===== src/rtl/adc_link_align_seq.sv =====
`default_nettype none
// =============================================================================
// Module      : adc_link_align_seq
// Description : Bring-up sequencer for one ADC LVDS link: SERDES reset, bit-clock
//               and frame alignment, lock qualification, loss detection, retry.
// Revision    : 1.0 - initial release
// =============================================================================
module adc_link_align_seq #(
    parameter int ADC_BITS       = 14,
    parameter int RST_CYCLES     = 16,
    parameter int BITCLK_TIMEOUT = 4096,
    parameter int FRM_TIMEOUT    = 2048,
    parameter int SETTLE_CYCLES  = 64,
    parameter int DROP_FILTER    = 4,
    parameter int MAX_RETRIES    = 3
) (
    input  logic       CtrlClkDiv,
    input  logic       CtrlRst,
    input  logic       Enable,
    input  logic       Retrain,
    input  logic       BitClkDone,
    input  logic       FrmAlignDone,
    input  logic       FrmBitslip,
    output logic       SerdesRst,
    output logic       LinkUp,
    output logic       LinkFail,
    output logic [3:0] RetryCnt,
    output logic [7:0] BitslipCnt,
    output logic [7:0] LossCnt,
    output logic [2:0] State
);

    localparam int c_TMAX_A   = (RST_CYCLES > BITCLK_TIMEOUT) ? RST_CYCLES : BITCLK_TIMEOUT;
    localparam int c_TMAX     = (c_TMAX_A > FRM_TIMEOUT) ? c_TMAX_A : FRM_TIMEOUT;
    localparam int c_TIMER_W  = $clog2(c_TMAX + 1);
    localparam int c_SETTLE_W = $clog2(SETTLE_CYCLES + 1);
    localparam int c_DROP_W   = $clog2(DROP_FILTER + 1);

    localparam logic [c_TIMER_W-1:0]  c_RST_LAST    = c_TIMER_W'(RST_CYCLES - 1);
    localparam logic [c_TIMER_W-1:0]  c_BITCLK_LAST = c_TIMER_W'(BITCLK_TIMEOUT - 1);
    localparam logic [c_TIMER_W-1:0]  c_FRM_LAST    = c_TIMER_W'(FRM_TIMEOUT - 1);
    localparam logic [c_TIMER_W-1:0]  c_TIMER_MAX   = '1;
    localparam logic [c_SETTLE_W-1:0] c_SETTLE_LAST = c_SETTLE_W'(SETTLE_CYCLES - 1);
    localparam logic [c_DROP_W-1:0]   c_DROP_LAST   = c_DROP_W'(DROP_FILTER - 1);
    localparam logic [7:0]            c_SLIP_MAX    = 8'(2 * ADC_BITS);
    localparam logic [3:0]            c_MAX_RETRY   = 4'(MAX_RETRIES);

    typedef enum logic [2:0] {
        S_IDLE        = 3'd0,
        S_RST_SERDES  = 3'd1,
        S_WAIT_BITCLK = 3'd2,
        S_WAIT_FRAME  = 3'd3,
        S_SETTLE      = 3'd4,
        S_LOCKED      = 3'd5,
        S_RETRY       = 3'd6,
        S_FAIL        = 3'd7
    } state_t;

    state_t                r_state, w_stateNext;
    logic [c_TIMER_W-1:0]  r_timer, w_timerNext;
    logic [c_SETTLE_W-1:0] r_settleCnt, w_settleNext;
    logic [c_DROP_W-1:0]   r_dropCnt, w_dropNext;
    logic [3:0]            r_retryCnt, w_retryNext;
    logic [7:0]            r_bitslipCnt, w_bitslipNext;
    logic [7:0]            r_lossCnt, w_lossNext;
    logic                  r_serdesRst, r_linkUp, r_linkFail;
    logic                  w_frmAbort;

    always_ff @(posedge CtrlClkDiv) begin
        if (CtrlRst) begin
            r_state      <= S_IDLE;
            r_timer      <= '0;
            r_settleCnt  <= '0;
            r_dropCnt    <= '0;
            r_retryCnt   <= '0;
            r_bitslipCnt <= '0;
            r_lossCnt    <= '0;
            r_serdesRst  <= 1'b1;
            r_linkUp     <= 1'b0;
            r_linkFail   <= 1'b0;
        end else begin
            r_state      <= w_stateNext;
            r_timer      <= w_timerNext;
            r_settleCnt  <= w_settleNext;
            r_dropCnt    <= w_dropNext;
            r_retryCnt   <= w_retryNext;
            r_bitslipCnt <= w_bitslipNext;
            r_lossCnt    <= w_lossNext;
            // Outputs are registered copies of the decode of the next state
            r_serdesRst  <= (w_stateNext == S_IDLE) || (w_stateNext == S_RST_SERDES) ||
                            (w_stateNext == S_FAIL);
            r_linkUp     <= (w_stateNext == S_LOCKED);
            r_linkFail   <= (w_stateNext == S_FAIL);
        end
    end

    always_comb begin
        w_stateNext   = r_state;
        w_timerNext   = (r_timer == c_TIMER_MAX) ? r_timer : r_timer + 1'b1;
        w_settleNext  = r_settleCnt;
        w_dropNext    = r_dropCnt;
        w_retryNext   = r_retryCnt;
        w_lossNext    = r_lossCnt;
        w_bitslipNext = r_bitslipCnt;
        // One timer spans WAIT_FRAME and SETTLE so glitchy alignment cannot extend an attempt
        w_frmAbort    = !BitClkDone || (r_bitslipCnt > c_SLIP_MAX) || (r_timer == c_FRM_LAST);

        if (!Enable) begin
            w_stateNext = S_IDLE;
            w_retryNext = '0;
            w_timerNext = '0;
        end else if (Retrain && (r_state != S_IDLE)) begin
            w_stateNext = S_RST_SERDES;
            w_retryNext = '0;
            w_timerNext = '0;
        end else begin
            case (r_state)
                S_IDLE: begin
                    w_stateNext = S_RST_SERDES;
                    w_timerNext = '0;
                end
                S_RST_SERDES: begin
                    if (r_timer == c_RST_LAST) begin
                        w_stateNext = S_WAIT_BITCLK;
                        w_timerNext = '0;
                    end
                end
                S_WAIT_BITCLK: begin
                    if (BitClkDone) begin
                        w_stateNext = S_WAIT_FRAME;
                        w_timerNext = '0;
                    end else if (r_timer == c_BITCLK_LAST) begin
                        w_stateNext = S_RETRY;
                    end
                end
                S_WAIT_FRAME: begin
                    if (w_frmAbort) begin
                        w_stateNext = S_RETRY;
                    end else if (FrmAlignDone) begin
                        w_stateNext  = S_SETTLE;
                        w_settleNext = c_SETTLE_W'(1);
                    end
                end
                S_SETTLE: begin
                    if (w_frmAbort) begin
                        w_stateNext = S_RETRY;
                    end else if (!FrmAlignDone) begin
                        w_stateNext  = S_WAIT_FRAME;
                        w_settleNext = '0;
                    end else if (r_settleCnt == c_SETTLE_LAST) begin
                        w_stateNext = S_LOCKED;
                        w_dropNext  = '0;
                    end else begin
                        w_settleNext = r_settleCnt + 1'b1;
                    end
                end
                S_LOCKED: begin
                    if (!BitClkDone || (!FrmAlignDone && (r_dropCnt == c_DROP_LAST))) begin
                        w_stateNext = S_RST_SERDES;
                        w_timerNext = '0;
                        w_retryNext = '0;
                        w_lossNext  = (r_lossCnt == 8'hFF) ? r_lossCnt : r_lossCnt + 8'd1;
                    end else if (FrmAlignDone) begin
                        w_dropNext = '0;
                    end else begin
                        w_dropNext = r_dropCnt + 1'b1;
                    end
                end
                S_RETRY: begin
                    if (r_retryCnt == c_MAX_RETRY) begin
                        w_stateNext = S_FAIL;
                    end else begin
                        w_stateNext = S_RST_SERDES;
                        w_timerNext = '0;
                        w_retryNext = (r_retryCnt == 4'hF) ? r_retryCnt : r_retryCnt + 4'd1;
                    end
                end
                S_FAIL: begin
                    w_stateNext = S_FAIL;
                end
                default: begin
                    w_stateNext = S_IDLE;
                end
            endcase
        end

        // A slip seen on an aborting cycle still counts; every new attempt starts from zero
        if (((r_state == S_WAIT_FRAME) || (r_state == S_SETTLE)) && FrmBitslip &&
            (r_bitslipCnt != 8'hFF)) begin
            w_bitslipNext = r_bitslipCnt + 8'd1;
        end
        if (w_stateNext == S_RST_SERDES) begin
            w_bitslipNext = '0;
        end
    end

    assign SerdesRst  = r_serdesRst;
    assign LinkUp     = r_linkUp;
    assign LinkFail   = r_linkFail;
    assign RetryCnt   = r_retryCnt;
    assign BitslipCnt = r_bitslipCnt;
    assign LossCnt    = r_lossCnt;
    assign State      = r_state;

endmodule
`default_nettype wire


===== config.mk =====
export PLATFORM = sky130hd
export DESIGN_NAME = adc_link_align_seq
export DESIGN_NICKNAME = d
export VERILOG_FILES = /design/src/rtl/adc_link_align_seq.sv
export SDC_FILE = /design/constraint.sdc
export NUM_CORES = 1
export LEC_CHECK = 0
export CORE_MARGIN = 2
export CORE_UTILIZATION = 40
export CTS_CLUSTER_SIZE = 24
export DETAILED_ROUTE_END_ITERATION = 8
export GPL_TIMING_DRIVEN = 0
export HOLD_SLACK_MARGIN = 0.05
export PLACE_DENSITY = 0.7
export SLEW_MARGIN = 5
export SYNTH_ARGS = -nofsm -noshare
export SYNTH_HDL_FRONTEND = slang
export SYNTH_SLANG_ARGS = --single-unit

===== constraint.sdc =====
create_clock -name CtrlClkDiv -period 2.5 [get_ports CtrlClkDiv]
set_clock_uncertainty 0.1 [all_clocks]
set_input_delay 0.375 -clock CtrlClkDiv [delete_from_list [all_inputs] [get_ports CtrlClkDiv]]
set_output_delay 0.375 -clock CtrlClkDiv [all_outputs]
set_load 0.01 [all_outputs]

### Word level (Yosys, flattened, before mapping)

Index checks and enable logic that the tools add are counted.

* logic and storage cells: 109
* output and inout port bits: 26
* RAM bits: 0
* memories kept: 0
* latch bits: 0
* input bits: 7
* bits in read-only memories: 0
* flip-flop bits (word level): 49

* mux-type cells: 35
* $lt $le $gt $ge: 1
* bitwise gates (word level): 3
* $add $sub $neg: 6
* reduce and logical (&&, ||, !) cells: 24
* div/mod/pow operators: 0
* eq/ne operators: 30
* shifts and indexed selects: 0
* $mul: 0

Operator list (count)
* $mux 13: 5
* $pmux 13 s5: 1
* $mux 3: 17
* $mux 7: 5
* $pmux 3 s8: 1
* $eq 3x3->1 const B: 6
* $ne 2x2->1 const B: 9
* $add 8x1->8 const B: 2
* $pmux 7 s2: 1
* $reduce_and 7->1: 2
* $add 13x1->13 const B: 1
* $eq 13x11->1 const B: 1
* $eq 13x12->1 const B: 1
* $eq 13x13->1 const B: 1
* $eq 13x4->1 const B: 1
* $mux 4: 3
* $eq 3x2->1 const B: 3
* $eq 8x8->1 const B: 1
* $gt 8x5->1 const B: 1
* $ne 8x8->1 const B: 1
* $pmux 4 s2: 1
* $add 7x1->7 const B: 1
* $eq 7x6->1 const B: 1
* $eq 3x1->1 const B: 2
* 17 further kinds: 31

### Longest topological paths before layout

* depth in word-level cells: 10
* gate-level depth with buffers: 8
* mapped depth without buffers: 7

### Least setup slack after synthesis

No wires, ideal clock.

* path kind: reg-to-reg
* start: reg r_timer[0]
* end: reg r_settleCnt[2]
* arrival: 2.130 ns
* clock period less this slack: 2.300 ns
* cell stages (with the launch flop): 8
* path slack: 0.200 ns
* path buffers: 1
* path through: dfxtp_1 -> ha_1 -> and3_1 -> and4_4 -> or4_4 -> buf_6 -> or4_1 -> a21oi_1

* cells in the longest elaborated chain, start to end: 4

RTL lines
* start, declared: line 60 `logic [c_TIMER_W-1:0] r_timer, w_timerNext;`
* start signal, assigned: line 83 `r_timer <= w_timerNext;`
* $eq 13x11->1 (*): line 106 `w_frmAbort = !BitClkDone || (r_bitslipCnt > c_SLIP_MAX) || (r_timer == c_FRM_LAST);`
* $logic_or 1x1->1 (*): line 106
* $ne 2x2->1 (no line)
* $reduce_and 7->1 (no line) (*)
* end signal, assigned: line 84 `r_settleCnt <= w_settleNext;`
* end, declared: line 61 `logic [c_SETTLE_W-1:0] r_settleCnt, w_settleNext;`

Every way passes the cells marked *; elsewhere a longest branch is shown, timed or not.
A chain may end at the register's enable or synchronous reset.

### Worst setup path after layout

* start: reg r_timer[0]
* end: reg r_settleCnt[3]

Same word-level chain as after synthesis.

==> load_flow_metrics.sql <==
INSERT INTO impl_metrics (metric_group, metric, value, unit) VALUES
('power', 'total_power', '0.001323', 'W'),
('global_route', 'gr-total-overflow', '0', ''),
('final_layout', 'layout-drive-gt1-share', '10.60', '%'),
('worst_setup_path', 'reg2reg_depth', '6', ''),
('sta', 'min_period_over_period', '96.20', '%'),
('clock_tree', 'clock_sinks', '49', ''),
('worst_setup_path', 'timing_worst_setup_path_type', 'reg -> reg', ''),
('sta', 'timing_max_transition_violations_final', '0', ''),
('global_route', 'grt_start_max_net_pins', '15', ''),
('worst_setup_path', 'cpPeakStageDelay', '0.60', 'ns'),
('floorplanning', 'floorplan.initialDensity', '41.19', '%'),
('synth', 'synth_area_leader_cell', 'sky130_fd_sc_hd__dfxtp_1', ''),
('sta', 'setup_repair_after_global_routing_missed_its_margin', 'false', ''),
('placed_design', 'routabilityCongestion', '0.9372', ''),
('global_route', 'grt_antenna_before_repair', '0', ''),
('clock_tree', 'clock_tree.htree_level_count', '2', ''),
('final_layout', 'area_growth', '19.74', '%'),
('floorplanning', 'fp.coreArea', '6756', 'um2'),
('clock_tree', 'clock_transition_at_the_registers_of_the_reported_paths', '0.09', 'ns'),
('floorplanning', 'floorplan.rows', '30', ''),
('synth', 'synth_commonest_cells', 'sky130_fd_sc_hd__dfxtp_1 (49), sky130_fd_sc_hd__nor2_1 (34), sky130_fd_sc_hd__a21oi_1 (16), sky130_fd_sc_hd__inv_1 (16)', ''),
('synth', 'post_synth_inst_count', '332', ''),
('synth', 'ys_warn_count', '0', ''),
('placed_design', 'pre_cts_slack', '-0.5188', 'ns'),
('placed_design', 'dp_hpwl', '4779', 'um'),
('final_layout', 'insertedDiodeCount', '0', ''),
('synth', 'number_of_enable_flip_flop_cells_after_synthesis', '0', ''),
('sta', 'achievable-frequency', '415.8', 'MHz'),
('placed_design', 'place.port_buffers', '31', ''),
('final_layout', 'multiInputGateArea', '1709', 'um2'),
('worst_setup_path', 'cpLargestDelayFamily', 'simple AND/OR/NAND/NOR gates', ''),
('clock_tree', 'clock_insertion_delay_worst_skew', '0.30', 'ns'),
('drt', 'finalWirelength', '6438', 'um'),
('sta', 'finalHoldViolCount', '0', ''),
('synth', 'postSynthRegisterBits', '49', ''),
('power', 'power.density_cell_area', '397.0', 'nW/um2'),
('drt', 'drcViolationCount', '0', ''),
('drt', 'detailedRoute.firstPassIterationCount', '6', ''),
('floorplanning', 'die-width', '87.41', 'um'),
('worst_setup_path', 'start_kind', 'flip-flop', ''),
('clock_tree', 'cts-root-to-sink-buffers', '2', ''),
('clock_tree', 'cts_tree', 'yes', ''),
('synth', 'synthDominantCellAreaShare', '35.25', '%'),
('outcome', 'outcome', 'complete, no violations', ''),
('drt', 'route.detailed.vias_per_inst', '5.817', ''),
('global_route', 'first_global_vias', '2436', ''),
('synth', 'synthTopCellsByArea', 'sky130_fd_sc_hd__dfxtp_1 (35%), sky130_fd_sc_hd__xnor2_1 (4.7%), sky130_fd_sc_hd__nor2_1 (4.6%), sky130_fd_sc_hd__ha_1 (3.6%), sky130_fd_sc_hd__xor2_1 (3.5%)', ''),
('flow_run', 'max-cap-violations', '0', ''),
('sta', 'relSlewSlack', '52.80', '%'),
('synth', 'ys_types', '54', ''),
('worst_setup_path', 'crit_cells', '6', ''),
('synth', 'dominantRegCellSynth', 'sky130_fd_sc_hd__dfxtp_1', ''),
('drt', 'detailroute.via_count', '2606', ''),
('synth', 'mappedNetlistArea', '2783', 'um2'),
('worst_setup_path', 'cpMaxStageDelayCell', 'sky130_fd_sc_hd__or4_4', ''),
('final_layout', 'seq_area', '983.4', 'um2'),
('global_route', 'first_pass_grt_wire_length', '11120', 'um'),
('synth', 'syn_nets', '347', ''),
('clock_tree', 'clk_tree_root_cell', 'sky130_fd_sc_hd__clkbuf_8', ''),
('worst_setup_path', 'worst_ep_required_time', '2.63', 'ns'),
('worst_setup_path', 'worst_path_fanout_max', '14', ''),
('worst_setup_path', 'cells_along_the_critical_path', 'ha_2 > and3_2 > and4_4 > or4_4 > or4_1 > a21oi_1', ''),
('drt', 'detail-route-antenna-nets', '0', ''),
('worst_setup_path', 'cp_num_buf_inv', '0', ''),
('floorplanning', 'io_pins', '33', ''),
('synth', 'synthesis.area_per_instance', '8.382', 'um2'),
('floorplanning', 'floorplan_die_area', '7640', 'um2'),
('synth', 'most_used_standard_cell_by_instance_count_after_synthesis', 'sky130_fd_sc_hd__dfxtp_1', ''),
('sta', 'fin_setup_tns', '0', 'ns'),
('sta', 'tightestPinTransition', '0.7026', 'ns'),
('sta', 'finalWorstPathRequiredPeriod', '2.405', 'ns');
## cell usage in the layout (no fill, tap or decap), drive strengths merged, types with 6 or more instances in the layout
cell            n
nor2           34
xor2           11
dfxtp          49
o21ai          14
nand3          13
nand2          16
a21oi          16
nor4            7
clkbuf         17
nand4          10
nor3           10
a311oi          8
clkdlybuf4s50  30
or4             9
o31ai           6
ha              8
xnor2          15
inv            16
a31oi           7
nand2b          6
## what timing repair did
| item | in CTS | in global routing |
|---|---|---|
| gates resized for setup | 5 | 19 |
| setup endpoints to repair | 18 | 35 |
| pin swaps | 0 | 1 |
| buffers inserted | 0 | 1 |
| hold buffers | 0 | 0 |
## where the power goes
group | leakage, nW | switching, W | internal (W) | total (W)
Clock | 0.0433 | 0.000259 | 0.000219 | 0.000478
Sequential | 0.396 | 0.00000155 | 0.000781 | 0.000783
Combinational | 0.624 | 0.0000395 | 0.0000223 | 0.0000618
Total | 1.06 | 0.000300 | 0.00102 | 0.00132
## worst min-delay path: stages (launching register included)
cell and delay, ns:
sky130_fd_sc_hd__dfxtp_1 0.31, sky130_fd_sc_hd__o21ai_0 0.07, sky130_fd_sc_hd__a21oi_1 0.06
## flip-flops by register name, indices dropped and copies added, names as in the netlist
name	cells
r_timer	13
BitslipCnt	8
LossCnt	8
r_settleCnt	7
RetryCnt	4
State	3
r_dropCnt	3
LinkFail	1
LinkUp	1
SerdesRst	1
## cell type report
class / count / area share (%)
plain buffers: 14 / 2.178
clock buffers: 6 / 2.478
clock inverters: 1 / 0.2253
inverters: 16 / 1.802
multi-input cells: 250 / 51.30
flip-flops and latches: 49 / 29.52
well taps: 80 / 3.004
repair buffers: 32 / 9.501
## per-stage QoR
step | std cells | util, % | instance area, um2 | hold slack, ns
3_5_place_dp | 443 | 47.26 | 3193 | 0.3672
6_report | 448 | 49.31 | 3332 | 0.3894
2_1_floorplan | 332 | - | 2783 | 0.3415
5_1_grt | 448 | 49.31 | 3332 | 0.4075
4_1_cts | 450 | 48.85 | 3301 | 0.3800
3_3_place_gp | 443 | 47.26 | 3193 | 0.3553
## cell families (layout without fill, tap and decap cells)
family / after synthesis / in the layout / share of synthesized area, %
and+or+nand+nor: 140 / 140 / 28.73
muxes: 2 / 2 / 0.7195
xor gates and xnor gates: 26 / 26 / 8.184
adders and majority gates: 8 / 8 / 3.597
AOI/OAI and AO/OA: 74 / 74 / 18.39
buffers and inverters: 33 / 69 / 5.126
DFF: 49 / 49 / 35.25
## final timing paths
path | from | end | slack [ns]
worst min register to register | r_dropCnt[2] | r_dropCnt[2] | 0.39
worst max register to register | r_timer[0] | r_settleCnt[3] | 0.09
worst min-delay path | r_dropCnt[2] | r_dropCnt[2] | 0.39
worst max-delay path | r_timer[0] | r_settleCnt[3] | 0.09
## metal layers
layer	wire [um]	track usage [%]	vias up
li1	-	-	1305
met1	3044	24.91	1231
met2	2994	27.96	63
met3	316	3.033	7
met4	81	5.874	0
met5	0	0	-
Power figures use the tool's default switching activity.
